===== config.mk =====
export PLATFORM = sky130hd
export DESIGN_NAME = l1_cache_responder
export DESIGN_NICKNAME = d
export VERILOG_FILES = /design/src/rtl/l1_cache_responder.sv
export SDC_FILE = /design/constraint.sdc
export NUM_CORES = 2
export LEC_CHECK = 0
export BUFFER_PORTS_ARGS = -buffer_cell sky130_fd_sc_hd__buf_2
export CAP_MARGIN = 20
export CORE_MARGIN = 4
export CORE_UTILIZATION = 55
export DETAILED_ROUTE_END_ITERATION = 6
export PLACE_DENSITY_LB_ADDON = 0.2
export SETUP_SLACK_MARGIN = 0.3
export SKIP_CTS_REPAIR_TIMING = 1
export SYNTH_ARGS = -nofsm -noshare
export SYNTH_HDL_FRONTEND = slang
export SYNTH_SLANG_ARGS = --single-unit

===== constraint.sdc =====
create_clock -name clk -period 14 [get_ports clk]
set_input_delay 1.4 -clock clk [delete_from_list [all_inputs] [get_ports clk]]
set_output_delay 1.4 -clock clk [all_outputs]
set_load 0.05 [all_outputs]

===== src/rtl/l1_cache_responder.sv =====
// rtl/l1_cache_responder.sv - direct-mapped write-back write-allocate L1 cache
// Answers CPU word requests; misses evict a dirty victim, then refill a 256-bit line.
module l1_cache_responder #(
  parameter int S_INDEX  = 3,
  parameter int S_OFFSET = 5
) (
  input  logic         clk,
  input  logic         rst_n,
  input  logic         mem_read,
  input  logic         mem_write,
  input  logic [3:0]   mem_byte_enable,
  input  logic [31:0]  mem_address,
  input  logic [31:0]  mem_wdata,
  output logic [31:0]  mem_rdata,
  output logic         mem_resp,
  output logic         pmem_read,
  output logic         pmem_write,
  output logic [31:0]  pmem_address,
  output logic [255:0] pmem_wdata,
  input  logic [255:0] pmem_rdata,
  input  logic         pmem_resp
);

  localparam int S_TAG  = 32 - S_INDEX - S_OFFSET;
  localparam int N_SETS = 2 ** S_INDEX;
  localparam int S_WSEL = S_OFFSET - 2;

  typedef enum logic [1:0] {IDLE, CHECK, WRITEBACK, ALLOCATE} state_t;

  state_t state, state_next;

  logic [N_SETS-1:0] valid_q;
  logic [N_SETS-1:0] dirty_q;
  logic [S_TAG-1:0]  tag_q  [N_SETS];
  logic [255:0]      data_q [N_SETS];

  logic [S_TAG-1:0]   req_tag;
  logic [S_INDEX-1:0] req_index;
  logic [S_WSEL-1:0]  req_wsel;
  logic [7:0]         word_lsb;
  logic               unused_addr_lsb;

  assign req_tag         = mem_address[31 -: S_TAG];
  assign req_index       = mem_address[S_OFFSET +: S_INDEX];
  assign req_wsel        = mem_address[2 +: S_WSEL];
  assign word_lsb        = 8'({req_wsel, 5'b00000});
  assign unused_addr_lsb = ^mem_address[1:0];

  logic         req_any;
  logic         is_write;
  logic         hit;
  logic         victim_dirty;
  logic [S_TAG-1:0] tag_rd;
  logic [255:0] line_rd;
  logic [31:0]  word_rd;
  logic [31:0]  word_merged;
  logic [255:0] line_merged;

  // A simultaneous read and write is handled as a write.
  assign req_any      = mem_read | mem_write;
  assign is_write     = mem_write;
  assign tag_rd       = tag_q[req_index];
  assign line_rd      = data_q[req_index];
  assign word_rd      = line_rd[word_lsb +: 32];
  assign hit          = valid_q[req_index] && (tag_rd == req_tag);
  assign victim_dirty = valid_q[req_index] && dirty_q[req_index];

  always_comb begin
    word_merged = word_rd;
    for (int b = 0; b < 4; b++) begin
      if (mem_byte_enable[b]) word_merged[b*8 +: 8] = mem_wdata[b*8 +: 8];
    end
  end

  always_comb begin
    line_merged = line_rd;
    line_merged[word_lsb +: 32] = word_merged;
  end

  always_ff @(posedge clk) begin
    if (!rst_n) state <= IDLE;
    else        state <= state_next;
  end

  always_comb begin
    state_next = state;
    unique case (state)
      IDLE: begin
        if (req_any) state_next = CHECK;
      end
      CHECK: begin
        if (!req_any || hit) state_next = IDLE;
        else if (victim_dirty) state_next = WRITEBACK;
        else state_next = ALLOCATE;
      end
      WRITEBACK: begin
        if (pmem_resp) state_next = ALLOCATE;
      end
      ALLOCATE: begin
        if (pmem_resp) state_next = CHECK;
      end
      default: state_next = IDLE;
    endcase
  end

  always_comb begin
    mem_resp     = 1'b0;
    mem_rdata    = '0;
    pmem_read    = 1'b0;
    pmem_write   = 1'b0;
    pmem_address = '0;
    pmem_wdata   = line_rd;
    unique case (state)
      CHECK: begin
        if (req_any && hit) begin
          mem_resp = 1'b1;
          if (!is_write) mem_rdata = word_rd;
        end
      end
      WRITEBACK: begin
        pmem_write   = 1'b1;
        pmem_address = {tag_rd, req_index, {S_OFFSET{1'b0}}};
      end
      ALLOCATE: begin
        pmem_read    = 1'b1;
        pmem_address = {req_tag, req_index, {S_OFFSET{1'b0}}};
      end
      default: ;
    endcase
  end

  // Status bits reset; a reset during a refill leaves the line invalid.
  always_ff @(posedge clk) begin
    if (!rst_n) begin
      valid_q <= '0;
      dirty_q <= '0;
    end else if (state == CHECK && req_any && hit && is_write) begin
      dirty_q[req_index] <= 1'b1;
    end else if (state == ALLOCATE && pmem_resp) begin
      valid_q[req_index] <= 1'b1;
      dirty_q[req_index] <= 1'b0;
    end
  end

  always_ff @(posedge clk) begin
    if (rst_n) begin
      if (state == CHECK && req_any && hit && is_write) begin
        data_q[req_index] <= line_merged;
      end else if (state == ALLOCATE && pmem_resp) begin
        data_q[req_index] <= pmem_rdata;
        tag_q[req_index]  <= req_tag;
      end
    end
  end

endmodule


### Yosys cells after proc, flatten, opt, wreduce, memory -nomap -nowiden

Memories as Yosys holds them, arrays and structs flattened.
Cells that the tools add are included.

| operators by class | value |
|---|---|
| add/subtract/negate cells | 1 |
| $mul | 0 |
| divide/modulo/power cells | 0 |
| order comparisons | 2 |
| equality and inequality tests | 7 |
| shifts and indexed selects | 3 |
| muxes and demuxes | 35 |
| bitwise logic cells | 7 |
| reductions and logical operators | 14 |

Operators by type and width:

| kind | count |
|---|---|
| 256-bit bitwise mux | 1 |
| 256-bit two-way mux | 1 |
| 32-bit by 10-bit variable shift with 256-bit output (first input constant) | 1 |
| 256-bit by 9-bit variable part select with 32-bit output | 1 |
| 32-bit by 10-bit variable part select with 256-bit output | 1 |
| 32-bit two-way mux | 3 |
| 32-bit case mux with 2 select lines | 1 |
| 8-bit two-way mux | 6 |
| 24-bit equality test | 1 |
| 8-bit bitwise OR | 2 |
| 1-bit two-way mux | 15 |
| 8-bit negation with 10-bit output | 1 |
| 8-bit bitwise AND | 1 |
| 1-bit logical AND | 8 |
| 2-bit two-way mux | 4 |
| 8-bit NOT | 1 |
| 2-bit case mux with 4 select lines | 1 |
| 1-bit binary-select mux with 3-bit select | 2 |
| 2-bit != test (second input constant) | 3 |
| 2-bit equality test (second input constant) | 2 |
| 3-bit by 4-bit less-than comparator with 1-bit output (second input constant) | 1 |
| 1-bit demux with 3-bit select | 1 |
| 3-bit by 1-bit greater-or-equal comparator with 1-bit output (second input constant) | 1 |
| 3-bit AND reduction | 1 |
| 8 further kinds | 9 |

| storage, ports and cells | value |
|---|---|
| register bits after elaboration | 18 |
| latch bits | 0 |
| RAM bits | 2240 |
| ROM bits | 0 |
| word-level logic and storage cells | 74 |
| memories | 2 |

Memories:

| memory | words | bits a word | rd ports | clocked after memory_dff | write ports | RTL line | source |
|---|---|---|---|---|---|---|---|
| data_q | 8 | 256 | 1 | 0 | 1 | 35 | `logic [255:0] data_q [N_SETS];` |
| tag_q | 8 | 24 | 1 | 0 | 1 | 34 | `logic [S_TAG-1:0] tag_q [N_SETS];` |

### Logic depth before layout (Yosys ltp)

| depth | value |
|---|---|
| depth in word-level cells | 9 |
| depth in mapped cells | 17 |

### Worst setup path after synthesis

OpenSTA, ideal clock, no wires.

| path | value |
|---|---|
| path type | input-to-reg |
| start | input port mem_address[6] |
| end | memory data_q[0][0] (enable) |
| library setup time | 0.879 ns |
| arrival | 14.327 ns |
| required time | 13.121 ns |
| path slack | -1.206 ns |
| cell stages on the path | 10 |
| path buffers | 2 |
| cell sequence | buf_6 > mux4_1 > mux2_2 > xor2_1 > or4b_1 > nor4_1 > and4_1 > buf_2 > o21ai_1 > nor2_1 |

| between the ends | value |
|---|---|
| longest elaborated chain between the ends | 9 |
| elaborated cells between the ends (all ways) | 14 |

RTL lines:

| item | RTL line | source |
|---|---|---|
| start: declaration | 12 | `input logic [31:0] mem_address,` |
| memory 8 x 24 bit or 1-bit binary-select mux with 3-bit select (tied branches) | n/a |  |
| 24-bit equality test or 1-bit two-way mux (tied branches) | 65 | `assign hit = valid_q[req_index] && (tag_rd == req_tag);` |
| 1-bit logical AND | 65 |  |
| 1-bit logical AND (2 in series) | 147 | `if (state == CHECK && req_any && hit && is_write) begin` |
| 1-bit two-way mux | 147 |  |
| 1-bit two-way mux | 146 | `if (rst_n) begin` |
| 1-bit two-way mux, on equally long branches | 148, 150 |  |
| 1-bit bitwise OR (no line) | n/a |  |
| end: declaration | 35 |  |

Parallel ways exist; a longest one is shown, timed or not. The select of a mux whose other input is x is not followed.

### Final worst setup path

| path | value |
|---|---|
| start | input port mem_address[6] |
| end | output port mem_rdata[15] |

| between the ends | value |
|---|---|
| longest elaborated chain between the ends | 6 |
| elaborated cells between the ends (all ways) | 11 |

RTL lines:

| item | RTL line | source |
|---|---|---|
| parallel branches: the longest is 4 deep, another holds memory 8 x 256 bit | n/a |  |
| 32-bit two-way mux * | 115 | `if (req_any && hit) begin` |
| 32-bit two-way mux * | 113 | `unique case (state)` |
| end: declaration | 14 | `output logic [31:0] mem_rdata,` |

Every way passes the cells marked *. The select of a mux whose other input is x is not followed.

==> summary.txt <==
STA
  – Tmin final: 8.40 ns
  – Slew HR: 9.56%
  – RSZ-0062 raised after global routing: no
  – Worst setup margin: 5.60 ns
  – FMAX: 119 MHz
  – Final hold violation count: 0
  – Final setup fails: 0
  – Worst Tran Pin Value: 1.36 ns
  – Max Clock Skew: 0.0375 ns
  – Period utilisation layout: 60.0%
  – Max-slew violation count: 0

Worst setup path
  – Worst Path Arrival: 7.00 ns
  – Critical Path End Type: primary output
  – Critical Path RT: 12.60 ns
  – WS Path Type: in2out
  – R2r setup slk: 8.15 ns
  – Worst Path Max Fanout: 81
  – Crit start category: primary input

Drt
  – Initial DRC Count: 11,313
  – Vias: 63,585
  – Vias per inst: 7.11
  – DR WL/cell: 39.7 um
  – ANT nets after route: 0
  – Routed WL: 355 mm
  – Drt pass-1 iters: 6
  – Residual DRC: 0

Clock network
  – Clk root buf: clkbuf_16
  – Worst-Skew Late Latency: 0.88 ns
  – Max Buffers Root-to-Sink: 3
  – Num CTS Buffers: 221
  – Num Clock Sinks: 2,258
  – CTS H-tree depth: 4
  – Clock slew at reported path FFs: 0.06 ns
  – CTS tree: built

Cells and area
  – Area growth from synthesis to layout: 13.5%
  – Layout Nets: 6,764
  – Share of layout cells above drive strength 1: 28.4%
  – Fillers: 12,379
  – Final core occ: 63.0%
  – Finished Layout Cells: 8,942

Logic synthesis
  – Post-synth top area share: 70.5%
  – Synth top area cells: edfxtp_1 (70%), mux2_2 (5.9%), mux4_2 (3.2%)
  – Asr flop ratio synth: 0%
  – Synth area leader: edfxtp_1
  – Synth top cells by count: edfxtp_1 (2,240), mux2_2 (503), nand2_1 (399)
  – Yosys warnings: 0
  – Distinct cells, synth: 96
  – Top_reg_cell synth: edfxtp_1
  – Synth Cell Area: 95,500 um^2
  – Post-Syn Area per Cell: 16.5 um^2
  – Seq/Total Area, Yosys: 70.8%
  – Cell count after synthesis: 5,776
  – Count leader, synth: edfxtp_1
  – Post-synth EDFFs: 2,240
  – Synth Register Bits: 2,258

Outcome
  – Outcome: completed

Power and ir drop
  – Tot Pwr: 15,100 uW
  – Power per cell area: 139 nW/um^2
  – Peak VDD IR: 0.000124 V
  – Static leakage: 0.0370 uW

GRT
  – Met3 usage: 11.0%
  – Number of global-route vias before repair: 58,821
  – Gr ovfl total: 0
  – Total GRT Usage: 38.7%
  – Grt met1 use: 49.5%
  – GR Util met2: 55.6%
  – GRT busiest layer: met2
  – Initial antenna violation count: 36
  – First-pass GRT wire length: 481 mm
  – Largest net degree at the start of global routing: 132

Placed design
  – Final HPWL DP: 218 mm
  – Gpl congestion: 0.901
  – Placed Cells: 8,511
  – Pre-CTS setup slack: 5.79 ns
  – Input/output buffers: 644

Floorplanning
  – Die ar.: 180,000 um^2
  – Std-Cell Rows: 152
  – Die X: 425 um
  – Core area: 172,000 um^2
  – Die Height: 425 um
  – Starting Density: 55.5%
  – I/O pin count: 652

Hold path
  – Worst Hold Class: reg2reg

Flow run
  – Maxcap violations: 0
## final cells by class
type	instances	area [um^2]	share of cell area, %
flip-flops and latches	2258	67600	62.4
multi-input cells	3052	25700	23.7
clock buffers	281	5830	5.38
repair buffers	832	4910	4.53
well taps	2310	2890	2.67
clock inverters	126	1120	1.04
inverters	61	243	0.224
diodes	22	55.1	0.0508
## where the power goes
part	switching [uW]	internal [uW]
Clock	2550	3260
Combinational	1290	435
Sequential	2.13	7550
## through the flow
stage | setup TNS (ns) | hold slack, ns | area (um^2)
floorplan | -2470.74 | 0.424 | 95500
global placement | 0 | 0.435 | 101000
detailed placement | 0 | 0.445 | 101000
CTS | 0 | 0.462 | 108000
global route | 0 | 0.490 | 108000
finish | 0 | 0.457 | 108000
## routing by layer
metal / vias up / share of wire [%]
met2: 5602 / 43
met3: 1241 / 14
met4: 12 / 9.6
met5: - / 0.023
li1: 24768 / -
met1: 31962 / 33
## placed cells by master (no fill, tap or decap), types with 22 or more instances in the layout
cell type / n
o21ai_0: 228
a21oi_1: 92
diode_2: 22
edfxtp_1: 2240
nand2_1: 393
a22oi_1: 203
inv_1: 56
nand2b_1: 56
clkbuf_1: 56
nand3_1: 42
a22o_1: 93
clkinv_1: 58
a221o_1: 77
clkbuf_16: 224
mux2_1: 38
and2_1: 22
buf_4: 167
mux4_2: 135
o2bb2ai_1: 33
a221oi_1: 200
mux2i_1: 230
buf_2: 640
mux2_2: 503
o22ai_1: 91
o221ai_1: 28
nor3_1: 43
nor2_1: 134
clkinv_2: 37
## final timing paths
kind | start | to | cells after the start
max reg2reg | tag_q[4][16] | data_q[7][138] | 11
max | mem_address[6] | mem_rdata[15] | 10
min reg2reg | valid_q[4] | valid_q[4] | 2
min | valid_q[4] | valid_q[4] | 2
## sequential cells by signal, summed over array words and instances, names as in the netlist, named ones only
| name | count |
|---|---|
| valid_q | 8 |
| tag_q | 192 |
| state | 2 |
| data_q | 2048 |
## critical path, cell delays in order
cell	delay, ns
buf_8	0.61
buf_4	0.86
and2_4	0.82
buf_4	0.64
a221oi_1	0.19
o21ai_0	0.65
o22ai_1	0.19
a211oi_1	0.87
and2_1	0.23
buf_2	0.26
## cells by family (layout without fill, tap and decap cells)
kind of cell | after synthesis | in the layout | share of synthesized area, %
and+or+nand+nor | 846 | 846 | 4.08
adders and majority gates | 9 | 9 | 0.118
muxes | 930 | 930 | 12.5
other | 1 | 27 | 0.00393
xor gates and xnor gates | 19 | 19 | 0.174
DFF | 2258 | 2258 | 70.8
buffers and inverters | 470 | 1300 | 2.62
AOI/OAI and AO/OA | 1243 | 1243 | 9.68
Note: power is estimated with default switching activity, not from simulation.
